File: src/rtl/seq_divider_16bit_pkg.sv
// Shared constants and state encoding for the sequential restoring divider.
package seq_divider_16bit_pkg;

   localparam int DEF_WIDTH = 16;
   localparam int DEF_CNT_W = 5;

   typedef enum logic [1:0] {
      IDLE = 2'd0,
      RUN  = 2'd1,
      FIN  = 2'd2
   } state_t;

   localparam logic [DEF_WIDTH-1:0] DBZ_QUOTIENT = '1;

endpackage

File: src/rtl/seq_divider_16bit_trial_sub.sv
// Trial subtractor for one restoring-division step: a - b as a + ~b + 1.
module div_trial_sub
   import seq_divider_16bit_pkg::*;
#(
   parameter int W = DEF_WIDTH + 1
) (
   input  logic [W-1:0] a_i,
   input  logic [W-1:0] b_i,
   output logic [W-1:0] diff_o,
   output logic         no_borrow_o
);

   logic [W:0] sum;

   // Carry-out of the inverted-subtrahend add is 1 exactly when a >= b.
   assign sum = {1'b0, a_i} + {1'b0, ~b_i} + {{W{1'b0}}, 1'b1};
   assign {no_borrow_o, diff_o} = sum;

endmodule

File: src/rtl/seq_divider_16bit.sv
// Multi-cycle unsigned restoring divider: one trial subtraction per clock,
// quotient/remainder/div_by_zero registered and held until the next FIN.
module seq_divider_16bit
   import seq_divider_16bit_pkg::*;
#(
   parameter int WIDTH = DEF_WIDTH,
   parameter int CNT_W = DEF_CNT_W
) (
   input  logic             clk,
   input  logic             rst,
   input  logic             start,
   input  logic [WIDTH-1:0] dividend,
   input  logic [WIDTH-1:0] divisor,
   output logic             busy,
   output logic             done,
   output logic [WIDTH-1:0] quotient,
   output logic [WIDTH-1:0] remainder,
   output logic             div_by_zero,
   output logic [1:0]       dbg_state
);

   // Handshake: start is taken only in IDLE; busy rises on that edge and
   // falls on the edge that raises the one-cycle done pulse.
   state_t             state_q;
   logic [CNT_W-1:0]   cnt_q;
   logic [WIDTH:0]     rem_q;
   logic [WIDTH-1:0]   quo_q;
   logic [WIDTH-1:0]   dsr_q;
   logic               dbz_q;
   logic               busy_q;
   logic               done_q;
   logic [WIDTH-1:0]   quotient_q;
   logic [WIDTH-1:0]   remainder_q;
   logic               div_by_zero_q;

   logic [2*WIDTH:0]   rq_shift;
   logic [WIDTH:0]     trial_diff;
   logic               no_borrow;
   logic [WIDTH:0]     rem_d;
   logic [WIDTH-1:0]   quo_d;

   assign rq_shift = {rem_q, quo_q} << 1;

   div_trial_sub #(
      .W (WIDTH + 1)
   ) u_trial_sub (
      .a_i         (rq_shift[2*WIDTH:WIDTH]),
      .b_i         ({1'b0, dsr_q}),
      .diff_o      (trial_diff),
      .no_borrow_o (no_borrow)
   );

   // Borrow restores the shifted partial remainder; the new quotient bit
   // enters at the bottom of the shifting dividend register.
   assign rem_d = no_borrow ? trial_diff : rq_shift[2*WIDTH:WIDTH];
   assign quo_d = rq_shift[WIDTH-1:0] | {{(WIDTH-1){1'b0}}, no_borrow};

   always_ff @(posedge clk) begin
      if (rst) begin
         state_q       <= IDLE;
         cnt_q         <= '0;
         rem_q         <= '0;
         quo_q         <= '0;
         dsr_q         <= '0;
         dbz_q         <= 1'b0;
         busy_q        <= 1'b0;
         done_q        <= 1'b0;
         quotient_q    <= '0;
         remainder_q   <= '0;
         div_by_zero_q <= 1'b0;
      end else begin
         done_q <= 1'b0;
         unique case (state_q)
            IDLE: begin
               if (start) begin
                  quo_q   <= dividend;
                  dsr_q   <= divisor;
                  rem_q   <= '0;
                  cnt_q   <= '0;
                  dbz_q   <= (divisor == '0);
                  busy_q  <= 1'b1;
                  state_q <= (divisor == '0) ? FIN : RUN;
               end
            end
            RUN: begin
               rem_q <= rem_d;
               quo_q <= quo_d;
               cnt_q <= cnt_q + 1'b1;
               if (cnt_q == CNT_W'(WIDTH - 1)) begin
                  state_q <= FIN;
               end
            end
            FIN: begin
               done_q        <= 1'b1;
               busy_q        <= 1'b0;
               div_by_zero_q <= dbz_q;
               // On divide-by-zero the untouched dividend is still in quo_q.
               quotient_q    <= dbz_q ? WIDTH'(DBZ_QUOTIENT) : quo_q;
               remainder_q   <= dbz_q ? quo_q : rem_q[WIDTH-1:0];
               state_q       <= IDLE;
            end
            default: state_q <= IDLE;
         endcase
      end
   end

   assign busy        = busy_q;
   assign done        = done_q;
   assign quotient    = quotient_q;
   assign remainder   = remainder_q;
   assign div_by_zero = div_by_zero_q;
   assign dbg_state   = state_q;

endmodule

File: config.mk
export PLATFORM = sky130hd
export DESIGN_NAME = seq_divider_16bit
export DESIGN_NICKNAME = d
export VERILOG_FILES = /design/src/rtl/seq_divider_16bit_pkg.sv /design/src/rtl/seq_divider_16bit_trial_sub.sv /design/src/rtl/seq_divider_16bit.sv
export SDC_FILE = /design/constraint.sdc
export NUM_CORES = 1
export LEC_CHECK = 0
export CAP_MARGIN = 20
export CELL_PAD_IN_SITES_DETAIL_PLACEMENT = 1
export CELL_PAD_IN_SITES_GLOBAL_PLACEMENT = 1
export CORE_ASPECT_RATIO = 1.75
export CORE_MARGIN = 4
export CORE_UTILIZATION = 36
export DETAILED_ROUTE_END_ITERATION = 10
export PLACE_DENSITY = 0.75
export SYNTH_ARGS = -nofsm -noshare
export SYNTH_HDL_FRONTEND = slang
export SYNTH_SLANG_ARGS = --single-unit
File: constraint.sdc
create_clock -name clk -period 2.4 [get_ports clk]
set_input_delay 0.6 -clock clk [delete_from_list [all_inputs] [get_ports clk]]
set_output_delay 0.6 -clock clk [all_outputs]
set_load 0.01 [all_outputs]
==> results of run 1 <==
[where the power goes]
| part | internal (mW) | switching (mW) |
|---|---|---|
| Sequential | 1.63 | 0.104 |
| Clock | 0.702 | 0.606 |
| Combinational | 0.821 | 0.899 |
| Total | 3.15 | 1.61 |
[worst min-delay path by stage]
stage | start | end | slack [ns] | cells past startpoint
finish | dsr_q[8] | dsr_q[8] | 0.46 | 2
global route | dsr_q[12] | dsr_q[12] | 0.48 | 2
CTS | dsr_q[8] | dsr_q[8] | 0.46 | 2
detailed placement | dsr_q[8] | dsr_q[8] | 0.45 | 2
global placement | dsr_q[9] | dsr_q[9] | 0.44 | 2
floorplan | dsr_q[10] | dsr_q[10] | 0.44 | 2
[cells in the final DEF, fill, tap and decap left out, types with 5 or more instances in the layout]
| master | instances |
|---|---|
| buf_4 | 28 |
| dfxtp_1 | 89 |
| nor2_1 | 90 |
| xnor2_1 | 8 |
| nand2_1 | 79 |
| inv_1 | 19 |
| a211oi_1 | 31 |
| nor4_1 | 5 |
| mux2i_1 | 27 |
| nand4_1 | 5 |
| o21ai_0 | 31 |
| ha_1 | 16 |
| clkbuf_16 | 10 |
| a21oi_1 | 32 |
| clkdlybuf4s50_1 | 70 |
| nor3_1 | 35 |
[critical path: cells and delay by family, from the launching register on]
family / cells / cell delay [ns]
xor gates and xnor gates: 1 / 0.08
AOI/OAI and AO/OA: 6 / 1.37
adders and majority gates: 1 / 0.31
DFF: 1 / 0.44
[layout make-up]
class / instances / area [sq um] / share of cell area [%]
multi-input combinational: 422 / 2550 / 43.2
sequential: 91 / 1820 / 30.9
timing repair buffer: 102 / 981 / 16.6
clock buffer: 10 / 229 / 3.88
tap: 165 / 206 / 3.50
inverter: 20 / 75.1 / 1.27
clock inverter: 5 / 37.5 / 0.636
[metrics by stage]
stage	power, mW	util, %	hold WS [ns]	cells
global placement	3.25	45.4	0.445	797
CTS	4.63	47.7	0.459	812
detailed placement	3.30	45.4	0.450	797
global route	5.03	48.6	0.485	815
finish	4.76	48.6	0.456	815
floorplan	2.80	-	0.436	569
[flip-flops by register name, summed over array words and instances (netlist names)]
register,flops
done,1
quotient,16
remainder,16
rem_q,16
busy,1
quo_q,16
div_by_zero,1
dsr_q,16
dbg_state,2
cnt_q,5
dbz_q,1
[per-layer routing]
| metal | track usage, % | share of wire (%) |
|---|---|---|
| met1 | 20.4 | 39 |
| met2 | 36.3 | 55 |
| met3 | 2.98 | 3.2 |
| met4 | 6.57 | 1.9 |
| met5 | 0 | 0 |
[logic make-up after synthesis]
group                    synth area share (%)
AND/OR/NAND/NOR                          21.6
AO/OA/AOI/OAI                            19.6
flip-flops                               40.3
buffers and inverters                    5.29
multiplexers                             5.98
adder cells (fa/ha/maj)                  5.42
XOR/XNOR                                 1.74
[timing repair]
item / 4_1_cts / 5_1_grt
cloned: 0 / 1
buffers inserted: 0 / 2
resized for setup: 2 / 18
endpoints found under the setup margin: 9 / 16
pin swaps: 3 / 8
==> summary.md, run 1 <==
| Metric | Value |
|---|---|
| CTS Buffer Depth | `2` |
| Setup TNS | `0 ns` |
| Required @ worst endpoint | `2.63 ns` |
| Main synth FF type | `dfxtp_1` |
| Worst path cell trace | `ha_1, a21oi_1, o21bai_1, a221oi_1, o21ai_0, a21oi_1, xnor2_1, a31o_2` |
| Die area | `14500 sq um` |
| Clock Root Buffer | `clkbuf_16` |
| Fill cells | `1483` |
| GPL Wtd Cong | `0.877` |
| Final WL | `13600 um` |
| Setup Viol. Count Final | `0` |
| Synth Cell Area | `4520 sq um` |
| Ys async rst share | `0%` |
| IR Drop Worst-Case VDD | `400 uV` |
| H-tree depth | `3` |
| Setup WS pre-CTS | `-0.00983 ns` |
| Initial Util | `37.3%` |
| ANT cells | `0` |
| Status | `finished, final reports clean` |
| Detailed Place HPWL | `10100 um` |
| Setup crit end kind | `flop` |
| Drt first-iter violations | `160` |
| Reg2Reg Capture Point | `rem_q[14]` |
| Number of synthesized flops with an enable pin | `0` |
| Avg WL per Cell | `16.7 um` |
| Number of global-route vias before repair | `4400` |
| Post-Syn Nets | `623` |
| Critical path launch point type | `flop` |
| Layout net count | `700` |
| First-pass iteration count of the detailed router | `4` |
| Clock transition at path regs | `0.06 ns` |
| Power per cell area | `806 nW/um^2` |
| Layout cells sized above 1 | `11.7%` |
| Worst min path class | `reg -> reg` |
| TritonCTS Sinks | `91` |
| Max Cap Viol | `0` |
| Slew Limit Headroom | `42.6%` |
| Clock latency on the worst-skew pair | `0.34 ns` |
| Pleak | `2.17 nW` |
| Most common cell in the netlist | `nor2_1` |
| Sequential element share of the synthesized area | `40.3%` |
| TritonCTS buffer count | `9` |
| Count of different cell masters after synthesis | `52` |
| Post-synth top cells | `93 x nor2_1, 91 x dfxtp_1, 79 x nand2_1` |
| R2r worst-path depth | `8` |
| Row count | `53` |
| # DRC | `0` |
| CP startpoint | `rem_q[6]` |
| Initial antenna violation count | `0` |
| Area grow syn2layout | `30.5%` |
| Design area | `5900 sq um` |
| Worst Setup EP | `rem_q[14]` |
| Final hold violations | `0` |
| Slowest stage delay, CP | `0.44 ns` |
| GRT Residual Overflow | `0` |
| Syn Inst Count | `569` |
| CORE AREA | `12100 sq um` |
| Hold Buf Count CTS | `0` |
| Critical R2R Launch | `rem_q[6]` |
| Yosys reg bits | `91` |
| Largest net degree at the start of global routing | `68` |
| Via/cell ratio | `5.22` |
| R2R Setup Slk | `0.09 ns` |
| Crit Path Class | `reg -> reg` |
| Top cells by area, synth | `dfxtp_1 40%, nor2_1 7.7%, nand2_1 6.6%` |
| Fin. max-slew vios | `0` |
| First-pass GRT wire length | `21800 um` |
| Crit path max-delay cell type | `dfxtp_1` |
| Worst path most repeated cell | `a21oi_1` |
| Fraction of the cycle the final worst path needs | `96.1%` |
| Port buffer count | `71` |
| Fmax | `434 MHz` |
| I/O pins | `72` |
| Gr usage total | `18.8%` |
| Die width | `92.7 um` |
| Syn avg cell area | `7.95 sq um` |
| YS warnings | `0` |
| Post-synth top area cell | `dfxtp_1` |
| Worst-Margin Slew | `0.858 ns` |
| Min Tclk post-route | `2.31 ns` |
| Clock skew | `0.00855 ns` |
| Critical Path AT | `2.53 ns` |
| Placed inst area | `5510 sq um` |
| Die height | `156 um` |
| CTS tree | `yes` |
| Vias | `4257` |
| Synth top area share | `40.3%` |
| ANT nets after route | `0` |
| Final worst slack | `0.0940 ns` |
| Critical path peak fanout | `4` |
No activity file was read; power rests on OpenSTA's default activity.
==> run 2: changes to the inputs <==
--- a/config.mk
+++ b/config.mk
@@ -12,6 +12,7 @@
 export CORE_MARGIN = 4
 export CORE_UTILIZATION = 36
 export DETAILED_ROUTE_END_ITERATION = 10
+export GPL_ROUTABILITY_DRIVEN = 0
 export PLACE_DENSITY = 0.75
 export SYNTH_ARGS = -nofsm -noshare
 export SYNTH_HDL_FRONTEND = slang
==> run 2 against run 1 <==
Net effect: the flow now finishes with violations (negative setup slack); sequential power about the same; non-clock buffer count down 2; total power up 1.2%; fmax down 4.2%; worst setup slack worse by 0.10 ns; worst hold slack about the same; register-to-register slack worse by 0.10 ns; critical endpoint is now rem_q[15]; largest cell class unchanged.
==> summary.md, run 2 (synthesis results as in run 1) <==
| Metric | Value |
|---|---|
| Number of global-route vias before repair | `4587 (+4.3%)` |
| R2r worst-path depth | `9 (+1)` |
| Unrepaired setup endpoints after global routing | `yes` |
| Worst-Margin Slew | `0.867 ns (+0.00906 ns)` |
| Slew Limit Headroom | `42.0% (-0.61 points)` |
| CTS Buffer Depth | `2 (unchanged)` |
| Required @ worst endpoint | `2.66 ns (+0.03 ns)` |
| ANT nets after route | `0 (unchanged)` |
| Initial Util | `37.3% (unchanged)` |
| Clock transition at path regs | `0.06 ns (about the same)` |
| TritonCTS buffer count | `9 (unchanged)` |
| Worst min path class | `reg -> reg` |
| Fraction of the cycle the final worst path needs | `100% (+4.2 points)` |
| CP startpoint | `rem_q[2]` |
| Die height | `156 um (unchanged)` |
| Layout net count | `698 (-0.29%)` |
| Setup Viol. Count Final | `1 (+1)` |
| Finished Layout Cells | `813 (-0.25%)` |
| Overall Power | `4.81 mW (+1.2%)` |
| Row count | `53 (unchanged)` |
| Largest net degree at the start of global routing | `68 (unchanged)` |
| Gr usage total | `18.8% (+0.022 points)` |
| Status | `finished with violations` |
| CTS tree | `yes` |
| Die width | `92.7 um (unchanged)` |
| Clock Root Buffer | `clkbuf_16` |
| Placed insts | `793 (-0.50%)` |
| Area grow syn2layout | `30.2%` |
| First-pass iteration count of the detailed router | `4 (unchanged)` |
| IR Drop Worst-Case VDD | `344 uV (-14%)` |
| Critical path launch point type | `flop` |
| Vias | `4287 (+0.70%)` |
| ANT cells | `0 (unchanged)` |
| Min Tclk post-route | `2.41 ns (+0.100 ns)` |
| Max Cap Viol | `0 (unchanged)` |
| Fill cells | `1489 (+0.40%)` |
| Port buffer count | `71 (unchanged)` |
| Setup crit end kind | `flop` |
| Die area | `14500 sq um (unchanged)` |
| Most common cell after layout, fill and taps aside | `nor2_1` |
| Final worst slack | `-0.00622 ns (-0.100 ns)` |
| Critical R2R Launch | `rem_q[2]` |
| GRT Residual Overflow | `0 (unchanged)` |
| Avg WL per Cell | `16.7 um (about the same)` |
| Drt first-iter violations | `158 (-1.3%)` |
| Clock skew | `0.00754 ns (-0.00101 ns)` |
| Power per cell area | `818 nW/um^2 (+1.4%)` |
| H-tree depth | `3 (unchanged)` |
| HP Start | `dsr_q[5]` |
| Crit Path Class | `reg -> reg` |
| # DRC | `0 (unchanged)` |
| Hold WS | `0.455 ns (-0.000478 ns)` |
| Detailed Place HPWL | `9930 um (-2.2%)` |
| Most frequent cells in the layout | `90 x nor2_1, 89 x dfxtp_1, 79 x nand2_1` |
| First-pass GRT wire length | `21900 um (+0.22%)` |
| Final hold violations | `0 (unchanged)` |
| Setup WS pre-CTS | `-0.0628 ns (-0.0530 ns)` |
| Clock latency on the worst-skew pair | `0.35 ns (about the same)` |
| Failing checks | `negative setup slack` |
| Critical Path AT | `2.67 ns (+0.14 ns)` |
| Hold Path Stages | `2 (unchanged)` |
| Critical path peak fanout | `5 (+1)` |
| Via/cell ratio | `5.27 (+0.95%)` |
| I/O pins | `72 (unchanged)` |
| Pleak | `2.16 nW (-0.24%)` |
| Hold Buf Count CTS | `0 (unchanged)` |
| Final WL | `13600 um (-0.27%)` |
| TritonCTS Sinks | `91 (unchanged)` |
| Layout cells sized above 1 | `11.4% (-0.27 points)` |
| Fin. max-slew vios | `0 (unchanged)` |
| Fmax | `416 MHz (-4.2%)` |
| CORE AREA | `12100 sq um (unchanged)` |
| Initial antenna violation count | `0 (unchanged)` |
## run 2: worst max-delay path, cell delays in order (launching register included)
cell and delay [ns]:
dfxtp_1 0.35, ha_1 0.40, a21o_2 0.25, a21oi_2 0.19, a21oi_2 0.10, o211ai_2 0.32, buf_4 0.17, mux2i_1 0.24
nand4_1 0.18, o211ai_1 0.14
## run 2: metrics by stage
step | setup TNS, ns | utilization, % | instance area, sq um
2_1_floorplan | 0 | - | 4520
3_3_place_gp | -0.0346 | 45.1 | 5470
3_5_place_dp | -0.166 | 45.1 | 5470
4_1_cts | 0 | 47.5 | 5760
5_1_grt | -0.172 | 48.5 | 5890
6_report | -0.00622 | 48.5 | 5890
## run 2: metal layers
metal | GRT usage [%] | up-vias | share of wire (%)
met5 | 0 | - | 0
met1 | 19.1 | 2048 | 39
met2 | 37.3 | 85 | 55
li1 | - | 2133 | -
met3 | 3.32 | 21 | 3.1
met4 | 7.20 | 0 | 2.0
## run 2: where the power goes
group,switching [mW],internal [mW],total [mW]
Clock,0.609,0.728,1.34
Sequential,0.103,1.63,1.73
Combinational,0.930,0.818,1.75
Total,1.64,3.17,4.81
## run 2: repair_timing
item | in CTS | in global routing
pin swaps | 2 | 8
endpoints found under the setup margin | 14 | 17
cloned | 0 | 1
buffers inserted | 1 | 3
resized for setup | 2 | 18
## run 2: final cells by class
cell class / instances / area [sq um] / area share [%]
clock buffer: 10 / 239 / 4.06
timing repair buffer: 100 / 953 / 16.2
tap: 165 / 206 / 3.51
clock inverter: 5 / 37.5 / 0.638
sequential: 91 / 1820 / 31.0
inverter: 20 / 75.1 / 1.28
multi-input combinational: 422 / 2550 / 43.3
## run 2: worst paths after layout
kind | endpoint | slack, ns
setup / recovery | rem_q[15] | -0.006
hold / removal | dsr_q[5] | 0.46
hold reg to reg | dsr_q[5] | 0.46
setup reg to reg | rem_q[15] | -0.006
==> run 3: changes to the inputs <==
--- a/config.mk
+++ b/config.mk
@@ -8,11 +8,11 @@
 export CAP_MARGIN = 20
 export CELL_PAD_IN_SITES_DETAIL_PLACEMENT = 1
 export CELL_PAD_IN_SITES_GLOBAL_PLACEMENT = 1
-export CORE_ASPECT_RATIO = 1.75
 export CORE_MARGIN = 4
 export CORE_UTILIZATION = 36
 export DETAILED_ROUTE_END_ITERATION = 10
 export GPL_ROUTABILITY_DRIVEN = 0
+export HOLD_SLACK_MARGIN = 0.05
 export PLACE_DENSITY = 0.75
 export SYNTH_ARGS = -nofsm -noshare
 export SYNTH_HDL_FRONTEND = slang
==> run 3 against run 2 <==
Net effect: worst hold slack improved by 0.0017 ns; via count grew 2.0%; sequential cell count did not move; global-route usage rose by 0.22 points; the flow now finishes without violations; sequential share of layout area down 0.38 points; cell count grew 0.12%; routed wire length is 4.6% higher; critical path depth up 1; first-iteration DRC count is 34% higher; non-clock buffer count is 3 lower; critical path type unchanged; sequential power barely moved; fmax is 1.2% higher.
==> summary.md, run 3 (synthesis results as in run 1) <==
| Metric | Value |
|---|---|
| Status | `finished, final reports clean` |
| # DRC | `0 (unchanged)` |
| Most common cell after layout, fill and taps aside | `nor2_1` |
| Top Usage Layer GRT | `met2` |
| Hold Buf Count CTS | `0 (unchanged)` |
| Number of global-route vias before repair | `4418 (-3.7%)` |
| IR Drop Worst-Case VDD | `480 uV (+40%)` |
| R2R Setup Slk | `0.02 ns (+0.03 ns)` |
| Clock latency on the worst-skew pair | `0.34 ns (about the same)` |
| Fmax | `420 MHz (+1.2%)` |
| CTS tree | `yes` |
| Met1 usage | `24.1% (+5.0 points)` |
| Worst-Margin Slew | `0.661 ns (-0.206 ns)` |
| ANT nets after route | `0 (unchanged)` |
| Placed inst area | `5440 sq um (-0.62%)` |
| Crit Path Class | `reg -> reg` |
| First-pass GRT wire length | `22200 um (+1.5%)` |
| Max Cap Viol | `0 (unchanged)` |
| Min Tclk post-route | `2.38 ns (-0.0280 ns)` |
| First-pass iteration count of the detailed router | `4 (unchanged)` |
| I/O pins | `72 (unchanged)` |
| Hold Path Stages | `2 (unchanged)` |
| H-tree depth | `3 (unchanged)` |
| Power per cell area | `846 nW/um^2 (+3.5%)` |
| Pleak | `2.16 nW (about the same)` |
| Fraction of the cycle the final worst path needs | `99.1% (-1.2 points)` |
| Fin. max-slew vios | `0 (unchanged)` |
| Die area | `14400 sq um (-0.49%)` |
| Clock transition at path regs | `0.06 ns (about the same)` |
| Gr usage total | `19.0% (+0.22 points)` |
| Crit path max-delay cell type | `dfxtp_2` |
| Vias | `4372 (+2.0%)` |
| Row count | `40 (-25%)` |
| Initial Util | `37.2% (-0.081 points)` |
| Avg WL per Cell | `17.5 um (+4.4%)` |
| Clock skew | `0.00627 ns (-0.00127 ns)` |
| Setup crit end kind | `flop` |
| Critical R2R Launch | `dsr_q[1]` |
| Met2 Resource Use GR | `32.8% (-4.5 points)` |
| Setup Viol. Count Final | `0 (-1)` |
| Worst min path class | `reg -> reg` |
| Slew Limit Headroom | `55.8% (+14 points)` |
| Detailed Place HPWL | `10300 um (+3.3%)` |
| Critical Path AT | `2.61 ns (-0.06 ns)` |
| Critical path peak fanout | `11 (+6)` |
| Worst path cell trace | `inv_1, ha_1, nor2b_4, o2111ai_4, a21oi_2, o211ai_2, a21oi_4, clkbuf_16, nor2_1, a221o_1` |
| CTS Buffer Depth | `2 (unchanged)` |
| Hold endpoint | `dsr_q[12]` |
| ANT cells | `0 (unchanged)` |
| Area grow syn2layout | `31.8%` |
| Final WL | `14200 um (+4.6%)` |
| Slowest stage delay, CP | `0.35 ns (-0.05 ns)` |
| Drt first-iter violations | `212 (+34%)` |
| Clock Root Buffer | `clkbuf_16` |
| Most frequent cells in the layout | `90 x nor2_1, 88 x dfxtp_1, 79 x nand2_1` |
| Final hold violations | `0 (unchanged)` |
| TritonCTS buffer count | `9 (unchanged)` |
| CORE AREA | `12200 sq um (+0.22%)` |
| Layout net count | `695 (-0.43%)` |
| Die height | `120 um (-23%)` |
| Reg2Reg Capture Point | `rem_q[12]` |
| Layout cells sized above 1 | `12.1% (+0.65 points)` |
| Largest net degree at the start of global routing | `51 (-25%)` |
| Finished Layout Cells | `814 (+0.12%)` |
| Port buffer count | `71 (unchanged)` |
| Initial antenna violation count | `0 (unchanged)` |
| Required @ worst endpoint | `2.63 ns (-0.03 ns)` |
| Design area | `5960 sq um (+1.3%)` |
| GRT Residual Overflow | `0 (unchanged)` |
| TritonCTS Sinks | `91 (unchanged)` |
| R2r worst-path depth | `10 (+1)` |
| HP Start | `dsr_q[12]` |
| Critical path launch point type | `flop` |
| Finished Core Util | `49.0% (+0.52 points)` |
| Placed insts | `791 (-0.25%)` |
| Fill cells | `1474 (-1.0%)` |
| Via/cell ratio | `5.37 (+1.9%)` |
| Met3 Usage GRT | `4.15% (+0.83 points)` |
| Die width | `120 um (+30%)` |
-- run 3: routing by layer --
metal  vias up  routed length (um)
met3        15                 570
met1      2121                6310
li1       2146                   -
met5         -                   0
met4         0                 172
met2        90                7170
-- run 3: worst max-delay path by stage --
stage / to / depth (start not counted) / slack [ns] / startpoint
floorplan: rem_q[12] / 10 / 0.18 / quo_q[15]
global placement: rem_q[10] / 7 / -0.04 / start
detailed placement: rem_q[10] / 7 / -0.12 / start
CTS: rem_q[8] / 10 / 0.007 / dsr_q[1]
global route: rem_q[2] / 9 / -0.04 / dsr_q[8]
finish: rem_q[12] / 10 / 0.02 / dsr_q[1]
-- run 3: worst max-delay path: cells and delay by family, from the launching register on --
kind / cells / cell delay [ns]
adder cells (fa/ha/maj): 1 / 0.27
flip-flops: 1 / 0.35
AO/OA/AOI/OAI: 5 / 1.13
buffers and inverters: 2 / 0.28
AND/OR/NAND/NOR: 2 / 0.23
-- run 3: final cells by class --
cell class	count	area, sq um	share of cell area, %
Clock buffer	10	229	3.84
Timing Repair Buffer	97	948	15.9
Sequential cell	91	1830	30.6
Clock inverter	6	73.8	1.24
Multi-Input combinational cell	422	2600	43.6
Tap cell	168	210	3.53
Inverter	20	75.1	1.26
-- run 3: stage by stage --
step / power (mW) / setup slack (ns) / setup TNS, ns / hold slack [ns]
after floorplan: 2.80 / 0.183 / 0 / 0.436
after global placement: 3.18 / -0.0432 / -0.120 / 0.445
after detailed placement: 3.25 / -0.116 / -0.750 / 0.451
after CTS: 4.71 / 0.00748 / 0 / 0.461
after global routing: 5.30 / -0.0405 / -0.244 / 0.480
final: 5.05 / 0.0217 / 0 / 0.457
-- run 3: what timing repair did --
item / 4_1_cts / 5_1_grt
endpoints found under the hold margin: 0 / 0
cloned: 0 / 2
resized for setup: 1 / 30
setup endpoints to repair: 2 / 17
pin swaps: 2 / 9
setup buffers: 1 / 3
-- run 3: where the power goes --
part / switching [mW] / internal [mW]
combinational: 0.967 / 0.891
clock: 0.622 / 0.820
sequential: 0.119 / 1.63
total: 1.71 / 3.34
